==> config.mk <==
export PLATFORM = sky130hd
export DESIGN_NAME = ahb_arbiter
export DESIGN_NICKNAME = d
export VERILOG_FILES = /design/src/rtl/ahb_arbiter.sv
export SDC_FILE = /design/constraint.sdc
export NUM_CORES = 1
export LEC_CHECK = 0
export ABC_AREA = 1
export CAP_MARGIN = 20
export CORE_MARGIN = 2
export CORE_UTILIZATION = 53
export DETAILED_ROUTE_END_ITERATION = 16
export PLACE_DENSITY = 0.87
export SYNTH_ARGS = -nofsm -noshare
export SYNTH_HDL_FRONTEND = slang
export SYNTH_SLANG_ARGS = --single-unit
==> constraint.sdc <==
create_clock -name hclk -period 2.58 [get_ports hclk]
set_clock_uncertainty 0.2 [all_clocks]
set_input_delay 0.516 -clock hclk [delete_from_list [all_inputs] [get_ports hclk]]
set_output_delay 0.516 -clock hclk [all_outputs]
set_load 0.1 [all_outputs]
==> src/rtl/ahb_arbiter.sv <==
// Three-master AHB bus arbiter: round-robin with bounded tenure, parked on master1.
// Optional locked tenures are enabled by defining AHB_ARB_LOCK_EN.
module ahb_arbiter #(
   parameter logic [1:0] MASTER1    = 2'b00,
   parameter logic [1:0] MASTER2    = 2'b01,
   parameter logic [1:0] MASTER3    = 2'b10,
   parameter int         MAX_TENURE = 16
) (
   input  logic       hclk,
   input  logic       hreset,
   input  logic [2:0] hbusreq,
   input  logic [2:0] hlock,
   input  logic       hready,
   output logic [2:0] hgrant,
   output logic [1:0] mux_sel,
   output logic [1:0] data_sel,
   output logic       hmastlock,
   output logic [1:0] arb_state
);

   typedef enum logic [1:0] {PARK = 2'd0, OWN = 2'd1, LOCK = 2'd2} state_t;

   localparam logic [7:0] MAX_T = 8'(MAX_TENURE);

   state_t     state, nxt_state;
   logic [1:0] last_owner, nxt_last;
   logic [7:0] tenure, nxt_tenure, tenure_inc;
   logic [2:0] lock_req, others, pick_all, pick_oth, arb_pick;
   logic [2:0] nxt_grant;
   logic [1:0] nxt_mux;
   logic       owner_req, owner_lock, do_arb;

`ifdef AHB_ARB_LOCK_EN
   assign lock_req = hlock;
`else
   assign lock_req = hlock & 3'b000;
`endif

   // Returns {found, index}; search starts at the master after 'last' (0->1->2->0).
   function automatic logic [2:0] rr_pick(input logic [2:0] req, input logic [1:0] last);
      logic [1:0] cand;
      logic [2:0] res;
      cand = last;
      res  = 3'b000;
      for (int i = 0; i < 3; i++) begin
         cand = (cand == 2'd2) ? 2'd0 : cand + 2'd1;
         if (req[cand] && !res[2]) res = {1'b1, cand};
      end
      return res;
   endfunction

   function automatic logic [1:0] enc(input logic [1:0] idx);
      case (idx)
         2'd0:    return MASTER1;
         2'd1:    return MASTER2;
         default: return MASTER3;
      endcase
   endfunction

   always_comb begin
      others     = hbusreq & ~(3'b001 << last_owner);
      pick_all   = rr_pick(hbusreq, last_owner);
      pick_oth   = rr_pick(others, last_owner);
      owner_req  = hbusreq[last_owner];
      owner_lock = lock_req[last_owner];
      tenure_inc = (tenure >= MAX_T) ? MAX_T : tenure + 8'd1;

      nxt_state  = state;
      nxt_last   = last_owner;
      nxt_tenure = tenure;
      do_arb     = 1'b0;
      arb_pick   = pick_all;

      case (state)
         PARK: do_arb = 1'b1;
         OWN: begin
            if (!owner_req) begin
               do_arb = 1'b1;
            end else if (tenure_inc == MAX_T && others != 3'b000) begin
               do_arb   = 1'b1;
               arb_pick = pick_oth;
            end else begin
               nxt_tenure = tenure_inc;
            end
         end
         LOCK: begin
            // Tenure counter stays frozen while locked.
            if (!owner_req) do_arb = 1'b1;
            else if (!owner_lock) nxt_state = OWN;
         end
         default: do_arb = 1'b1;
      endcase

      if (do_arb) begin
         nxt_tenure = 8'd0;
         if (arb_pick[2]) begin
            nxt_last  = arb_pick[1:0];
            nxt_state = lock_req[arb_pick[1:0]] ? LOCK : OWN;
         end else begin
            nxt_state = PARK;
         end
      end

      nxt_grant = (nxt_state == PARK) ? 3'b001 : (3'b001 << nxt_last);
      nxt_mux   = (nxt_state == PARK) ? MASTER1 : enc(nxt_last);
   end

   always_ff @(posedge hclk) begin
      if (hreset) begin
         state      <= PARK;
         last_owner <= 2'd2;
         tenure     <= 8'd0;
         hgrant     <= 3'b001;
         mux_sel    <= MASTER1;
         data_sel   <= MASTER1;
         hmastlock  <= 1'b0;
      end else if (hready) begin
         state      <= nxt_state;
         last_owner <= nxt_last;
         tenure     <= nxt_tenure;
         hgrant     <= nxt_grant;
         mux_sel    <= nxt_mux;
         data_sel   <= mux_sel;
         hmastlock  <= (nxt_state == LOCK);
      end
   end

   assign arb_state = state;

endmodule

==> results of run 1 <==
## layer usage
metal  vias up  wire length (um)  share of wire (%)
met3         2               102                4.1
li1        677                 -                  -
met1       548              1271                 51
met2        33              1092                 44
met5         -                 0                  0
met4         0                22               0.88
## power groups by stage
| stage | clock network [mW] | logic, mW | registers [mW] |
|---|---|---|---|
| 6_report | 0.152 | 0.331 | 0.323 |
| 3_5_place_dp | 0 | 0.330 | 0.329 |
| 4_1_cts | 0.157 | 0.332 | 0.323 |
| 5_1_grt | 0.165 | 0.365 | 0.325 |
| 2_1_floorplan | 0 | 0.201 | 0.402 |
| 3_3_place_gp | 0 | 0.328 | 0.329 |
## flip-flops by register name (all words and copies together), names as in the netlist
name	count
last_owner	2
arb_state	2
hgrant	3
data_sel	2
mux_sel	1
tenure	8
hmastlock	1
## worst min path at each step
stage / start / to / slack (ns) / cells after the start
finish: tenure[5]$_SDFFE_PP0P_ / tenure[5]$_SDFFE_PP0P_ / 0.26 / 2
detailed placement: tenure[5]$_SDFFE_PP0P_ / tenure[5]$_SDFFE_PP0P_ / 0.25 / 2
global placement: tenure[5]$_SDFFE_PP0P_ / tenure[5]$_SDFFE_PP0P_ / 0.24 / 2
CTS: tenure[5]$_SDFFE_PP0P_ / tenure[5]$_SDFFE_PP0P_ / 0.26 / 2
floorplan: tenure[7]$_SDFFE_PP0P_ / tenure[7]$_SDFFE_PP0P_ / 0.24 / 2
global route: tenure[5]$_SDFFE_PP0P_ / tenure[5]$_SDFFE_PP0P_ / 0.29 / 2
## cell families after synthesis
logic type                 Yosys count  synth area share, %
AOI/OAI and AO/OA                   24                11.95
adders and majority gates            4                3.795
buffers and inverters               27                9.678
DFF                                 19                28.84
and+or+nand+nor                    126                45.73
## worst register-to-register path: stages (launching register included)
cell,delay (ns)
dfxtp_1,0.41
inv_1,0.11
ha_1,0.32
nand3_1,0.10
nand2_1,0.06
nor2_1,0.10
nand3_2,0.10
nand2_4,0.12
nand2_8,0.08
nand2_1,0.09
nand3_2,0.10
nand2_1,0.09
nor2_1,0.04
nor2_1,0.09
nor2_1,0.04
## layout make-up
| cell class | count | area, um^2 |
|---|---|---|
| flip-flops and latches | 19 | 382.9 |
| clock buffers | 4 | 26.28 |
| well taps | 30 | 37.54 |
| fillers | 220 | 914.6 |
| multi-input cells | 154 | 810.8 |
| inverters | 22 | 90.09 |
| repair buffers | 18 | 147.6 |
## synthesized netlist by cell type (all sizes together)
cell | number | share of area [%]
o21ai | 8 | 4.2
o2111a | 1 | 0.85
nor2 | 34 | 12
nand4 | 5 | 2.4
o211ai | 2 | 1.1
or2 | 1 | 0.47
and3 | 1 | 0.47
inv | 21 | 6.5
a21oi | 13 | 5.8
nand3 | 19 | 8.3
ha | 4 | 3.8
nand2 | 66 | 22
clkbuf | 2 | 0.57
dfxtp | 19 | 29
buf | 3 | 2.3
clkinv | 1 | 0.28
## stage by stage
stage / cell area, um^2 / setup WS [ns] / power, mW / hold slack (ns) / utilization [%]
floorplan: 1321 / 0.1566 / 0.6024 / 0.2358 / -
global placement: 1469 / 0.1102 / 0.6573 / 0.2435 / 60.96
detailed placement: 1469 / 0.1107 / 0.6598 / 0.2464 / 60.96
CTS: 1495 / 0.4187 / 0.8120 / 0.2629 / 62.05
global route: 1495 / 0.2088 / 0.8552 / 0.2862 / 62.05
finish: 1495 / 0.3907 / 0.8064 / 0.2604 / 62.05
==> impl_metrics.env, run 1 <==
export IMPL_run_status="finished clean"
export IMPL_slew_violations=0
export IMPL_worst_setup_path_startpoint="hbusreq[2]"
export IMPL_synth_area_per_cell_um2=6.594
export IMPL_finalSetupViolations=0
export IMPL_clock_tree_from_tritoncts="yes"
export IMPL_avgRoutedWirePerCell_um=10.08
export IMPL_path_buf_inv=2
export IMPL_antennaDiodeCount=0
export IMPL_layout_cells_most_common="nand2_1"
export IMPL_timing_final_crit_period_ns=2.189
export IMPL_mostFrequentLayoutCells="56 x nand2_1, 26 x nor2_1, 17 x dfxtp_1"
export IMPL_crit_path_top_delay_cell="clkdlybuf4s50_1"
export IMPL_critPathCapture="hgrant[1]$_SDFFE_PP0P_"
export IMPL_place_detailed_instances=243
export IMPL_cp_cell_sequence="clkdlybuf4s50_1 > inv_1 > nand2_1 > nand3_2 > nand3_1 > nor2_1 > nor2_1 > nand2_1 > nand2_1 > nand2_1 > nand2_1 > nor2_1 > nor2_1 > nor2_1"
export IMPL_worst_path_largest_cell_delay_ns=0.61
export IMPL_max_slew_worst_pin_slew_ns=0.4739
export IMPL_maxCapViolCount=0
export IMPL_yosysUniqueCellTypes=30
export IMPL_hold_violation_count_in_the_final_report=0
export IMPL_design_final_nets=231
export IMPL_vias_per_cell=5.101
export IMPL_power_share_of_the_combinational_group_pct=41.0
export IMPL_clock_pin_slew_worst_setup_and_hold_paths_ns=0.11
export IMPL_fmax_mhz=456.8
export IMPL_final_layout_size_suffix_gt1_share_pct=22.12
export IMPL_drt_total_wl_um=2489
export IMPL_cts_post_setup_buffers_inserted=0
export IMPL_grt_max_degree=14
export IMPL_yosysSeqAreaShare_pct=28.84
export IMPL_clock_root_buffer="clkbuf_4"
export IMPL_fp_coreArea_um2=2410
export IMPL_cts_max_path_buffers=2
export IMPL_layout_worst_path_cycle_share_pct=84.85
export IMPL_die_height_um=53.88
export IMPL_antenna_found_initial=0
export IMPL_timing_critical_path_to_type="flop"
export IMPL_hold_buffers=0
export IMPL_grt_pass1_vias=1040
export IMPL_sw_frac_of_total_pct=42.23
export IMPL_grt_remaining_overflow=0
export IMPL_drtAntennaViolNets=0
export IMPL_synth_fp_nets=213
export IMPL_worstPathArrival_ns=2.20
export IMPL_setup_reg_to_reg_worst_slack_ns=0.43
export IMPL_drc=0
export IMPL_power_share_sequential_pct=40.1
export IMPL_post_layout_nonfiller_instances=247
export IMPL_numClockSinks=19
export IMPL_vdd_drop_max_mv=0.5152
export IMPL_type_of_the_worst_min_delay_path="flop to flop"
export IMPL_port_buffers=15
export IMPL_boundaryPins=19
export IMPL_power_static_leakage_nw=0.6838
export IMPL_finalWeightedCongestion=0.7410
export IMPL_grt_met2_usage_pct=30.08
export IMPL_synth_yosys_warnings=0
export IMPL_critPathTopFamily="simple AND/OR/NAND/NOR gates"
export IMPL_startpoint_of_the_lowest_slack_register_to_register_path="tenure[0]$_SDFFE_PP0P_"
export IMPL_power_per_cell_area_nw_per_um2=539.3
export IMPL_grt_first_pass_wirelength_um=4257
export IMPL_vias=1260
export IMPL_total_cts_buffers=3
export IMPL_timing_critical_path_depth=14
export IMPL_required_ns=2.59
export IMPL_drt_iter0_drc=32
export IMPL_clk_latency_ns=0.30
export IMPL_cts_max_level=1
export IMPL_site_row_count=18
export IMPL_global_route_peak_usage_layer="met2"
export IMPL_setup_tns_ns=0
export IMPL_initial_utilization_pct=54.72
export IMPL_netSwitchingPower_mw=0.3406
export IMPL_die_width_um=53.88
export IMPL_endpoint_of_the_worst_register_to_register_path="hgrant[1]$_SDFFE_PP0P_"
export IMPL_cts_repair_resized=0
export IMPL_relSlewSlack_pct=68.37
export IMPL_rsz0062_at_grt="no"
export IMPL_power_frac_clock_pct=18.9
export IMPL_area_growth_synth_to_final_pct=13.38
export IMPL_post_synth_instance_area_um2=1319
export IMPL_use_met3_pct=1.944
export IMPL_timing_worst_setup_path_type="input port to flop"
export IMPL_reg2reg_depth=14
export IMPL_firstDrtPassIters=4
export IMPL_critical_path_peak_fanout=6
export IMPL_place_hpwl_um=1890
export IMPL_area_enclosed_by_the_die_boundary_um2=2903
export IMPL_cell_internal_pwr_mw=0.4658
export IMPL_groute_usage_overall_pct=19.88
export IMPL_gate_count_after_technology_mapping=200
export IMPL_global_route_track_usage_on_met1_pct=27.41
export IMPL_ys_seq_elements=19
export IMPL_startpoint_type="input port"
Note: power is estimated with default switching activity, not from simulation.
==> run 2, diff against run 1 <==
- clock period: 2.58 -> 2.2 ns (I/O delays scaled with it)
==> impl_metrics.env, run 2 (synthesis results as in run 1) <==
export IMPL_fmax_mhz=482.6
export IMPL_sw_frac_of_total_pct=42.14
export IMPL_area_growth_synth_to_final_pct=25.05
export IMPL_area_enclosed_by_the_die_boundary_um2=2903
export IMPL_detailed_place_area_um2=1554
export IMPL_startpoint_type="flop"
export IMPL_netSwitchingPower_mw=0.4169
export IMPL_cts_max_level=1
export IMPL_critical_path_peak_fanout=6
export IMPL_slew_violations=0
export IMPL_vdd_drop_max_mv=0.5264
export IMPL_relSlewSlack_pct=81.55
export IMPL_site_row_count=18
export IMPL_groute_usage_overall_pct=21.94
export IMPL_place_hpwl_um=2121
export IMPL_drt_total_wl_um=3010
export IMPL_n_fill_cell=194
export IMPL_layout_worst_path_cycle_share_pct=94.19
export IMPL_required_ns=2.25
export IMPL_boundaryPins=19
export IMPL_power_share_sequential_pct=38.3
export IMPL_cts_max_path_buffers=2
export IMPL_grt_first_pass_wirelength_um=4623
export IMPL_power_static_leakage_nw=0.7749
export IMPL_maxCapViolCount=0
export IMPL_multiInputGateArea_um2=853.3
export IMPL_route_met3_wl_um=124
export IMPL_fp_coreArea_um2=2410
export IMPL_finalSetupViolations=0
export IMPL_final_layout_size_suffix_gt1_share_pct=31.74
export IMPL_port_buffers=15
export IMPL_timing_final_crit_period_ns=2.072
export IMPL_power_share_of_the_combinational_group_pct=43.6
export IMPL_largest_register_ffs=8
export IMPL_dr_top_layer="met4"
export IMPL_drc=0
export IMPL_worstPathArrival_ns=2.13
export IMPL_vias_per_cell=5.242
export IMPL_wl_met2_um=1428
export IMPL_finalWeightedCongestion=0.7976
export IMPL_largest_reg_by_ff_count="tenure"
export IMPL_firstDrtPassIters=4
export IMPL_clock_root_buffer="clkbuf_4"
export IMPL_power_frac_clock_pct=18.1
export IMPL_final_cell_area_um2=1649
export IMPL_cell_internal_pwr_mw=0.5723
export IMPL_die_height_um=53.88
export IMPL_timing_critical_path_to_type="flop"
export IMPL_routedLengthMet1_um=1406
export IMPL_clock_pin_slew_worst_setup_and_hold_paths_ns=0.11
export IMPL_vias=1363
export IMPL_layout_cells_most_common="nand2_1"
export IMPL_design_final_nets=244
export IMPL_total_cts_buffers=3
export IMPL_power_per_cell_area_nw_per_um2=599.9
export IMPL_initial_utilization_pct=54.72
export IMPL_grt_pass1_vias=1112
export IMPL_mostFrequentLayoutCells="55 x nand2_1, 26 x buf_4, 25 x nor2_1"
export IMPL_max_slew_worst_pin_slew_ns=0.2791
export IMPL_die_width_um=53.88
export IMPL_final_hold_worst_slack_ns=0.2575
export IMPL_numClockSinks=19
export IMPL_run_status="finished clean"
export IMPL_antennaDiodeCount=0
export IMPL_clk_latency_ns=0.31
export IMPL_layout_top_registers="tenure x8, hgrant x3"
export IMPL_type_of_the_worst_min_delay_path="flop to flop"
export IMPL_grt_max_degree=14
export IMPL_drtAntennaViolNets=0
export IMPL_clock_tree_from_tritoncts="yes"
export IMPL_drt_iter0_drc=36
export IMPL_timing_worst_setup_path_type="flop to flop"
export IMPL_p_total_mw=0.9892
export IMPL_hold_violation_count_in_the_final_report=0
export IMPL_ff_latch_area_um2=391.6
export IMPL_grt_remaining_overflow=0
export IMPL_antenna_found_initial=0
export IMPL_avgRoutedWirePerCell_um=11.58
-- run 2: power groups by stage --
stage,clock network (mW),logic (mW),registers [mW]
6_report,0.180,0.431,0.379
5_1_grt,0.197,0.468,0.381
4_1_cts,0.183,0.414,0.378
3_5_place_dp,0,0.412,0.386
3_3_place_gp,0,0.408,0.385
2_1_floorplan,0,0.237,0.470
-- run 2: metal layers --
layer  up-vias  global-route usage (%)
met2        36                   36.38
met5         -                       0
met3         5                   3.333
met4         0                   8.974
met1       620                   28.28
li1        702                       -
-- run 2: final cells by class --
class                      count  share of cell area [%]
multi-input combinational    154                   51.75
sequential                    19                   23.75
timing repair buffer          31                   15.17
inverter                      22                   5.463
clock buffer                   4                   1.593
tap                           30                   2.276
-- run 2: worst max-delay path, cell delays in order (launching register included) --
cell,delay (ns)
dfxtp_4,0.37
buf_4,0.13
ha_1,0.19
or2_2,0.29
a21oi_4,0.17
inv_4,0.07
nand2_8,0.09
nand2_1,0.08
nand3_2,0.10
nand2_1,0.08
nor2_2,0.12
nor2_1,0.05
nor2_1,0.08
-- run 2: stage by stage --
step           setup TNS (ns)  std cells  setup WS [ns]  util [%]
2_1_floorplan               0        200       0.008870         -
3_3_place_gp          -0.8939        253        -0.1565     64.49
3_5_place_dp           -1.211        253        -0.1878     64.49
4_1_cts                     0        257        0.08988     65.58
5_1_grt              -0.01409        260       -0.01409     68.43
6_report                    0        260         0.1278     68.43
-- run 2: worst paths after layout --
| check | start | end | slack [ns] | cells past startpoint |
|---|---|---|---|---|
| setup / recovery | arb_state[0]$_SDFFE_PP0P_ | hgrant[1]$_SDFFE_PP0P_ | 0.13 | 12 |
| setup reg to reg | arb_state[0]$_SDFFE_PP0P_ | hgrant[1]$_SDFFE_PP0P_ | 0.13 | 12 |
| hold reg to reg | tenure[5]$_SDFFE_PP0P_ | tenure[5]$_SDFFE_PP0P_ | 0.26 | 2 |
| hold / removal | tenure[5]$_SDFFE_PP0P_ | tenure[5]$_SDFFE_PP0P_ | 0.26 | 2 |
-- run 2: repair_timing --
item / in CTS / in global routing
setup endpoints to repair: 0 / 3
resized for setup: 0 / 12
hold buffers: 0 / 0
setup buffers: 0 / 3
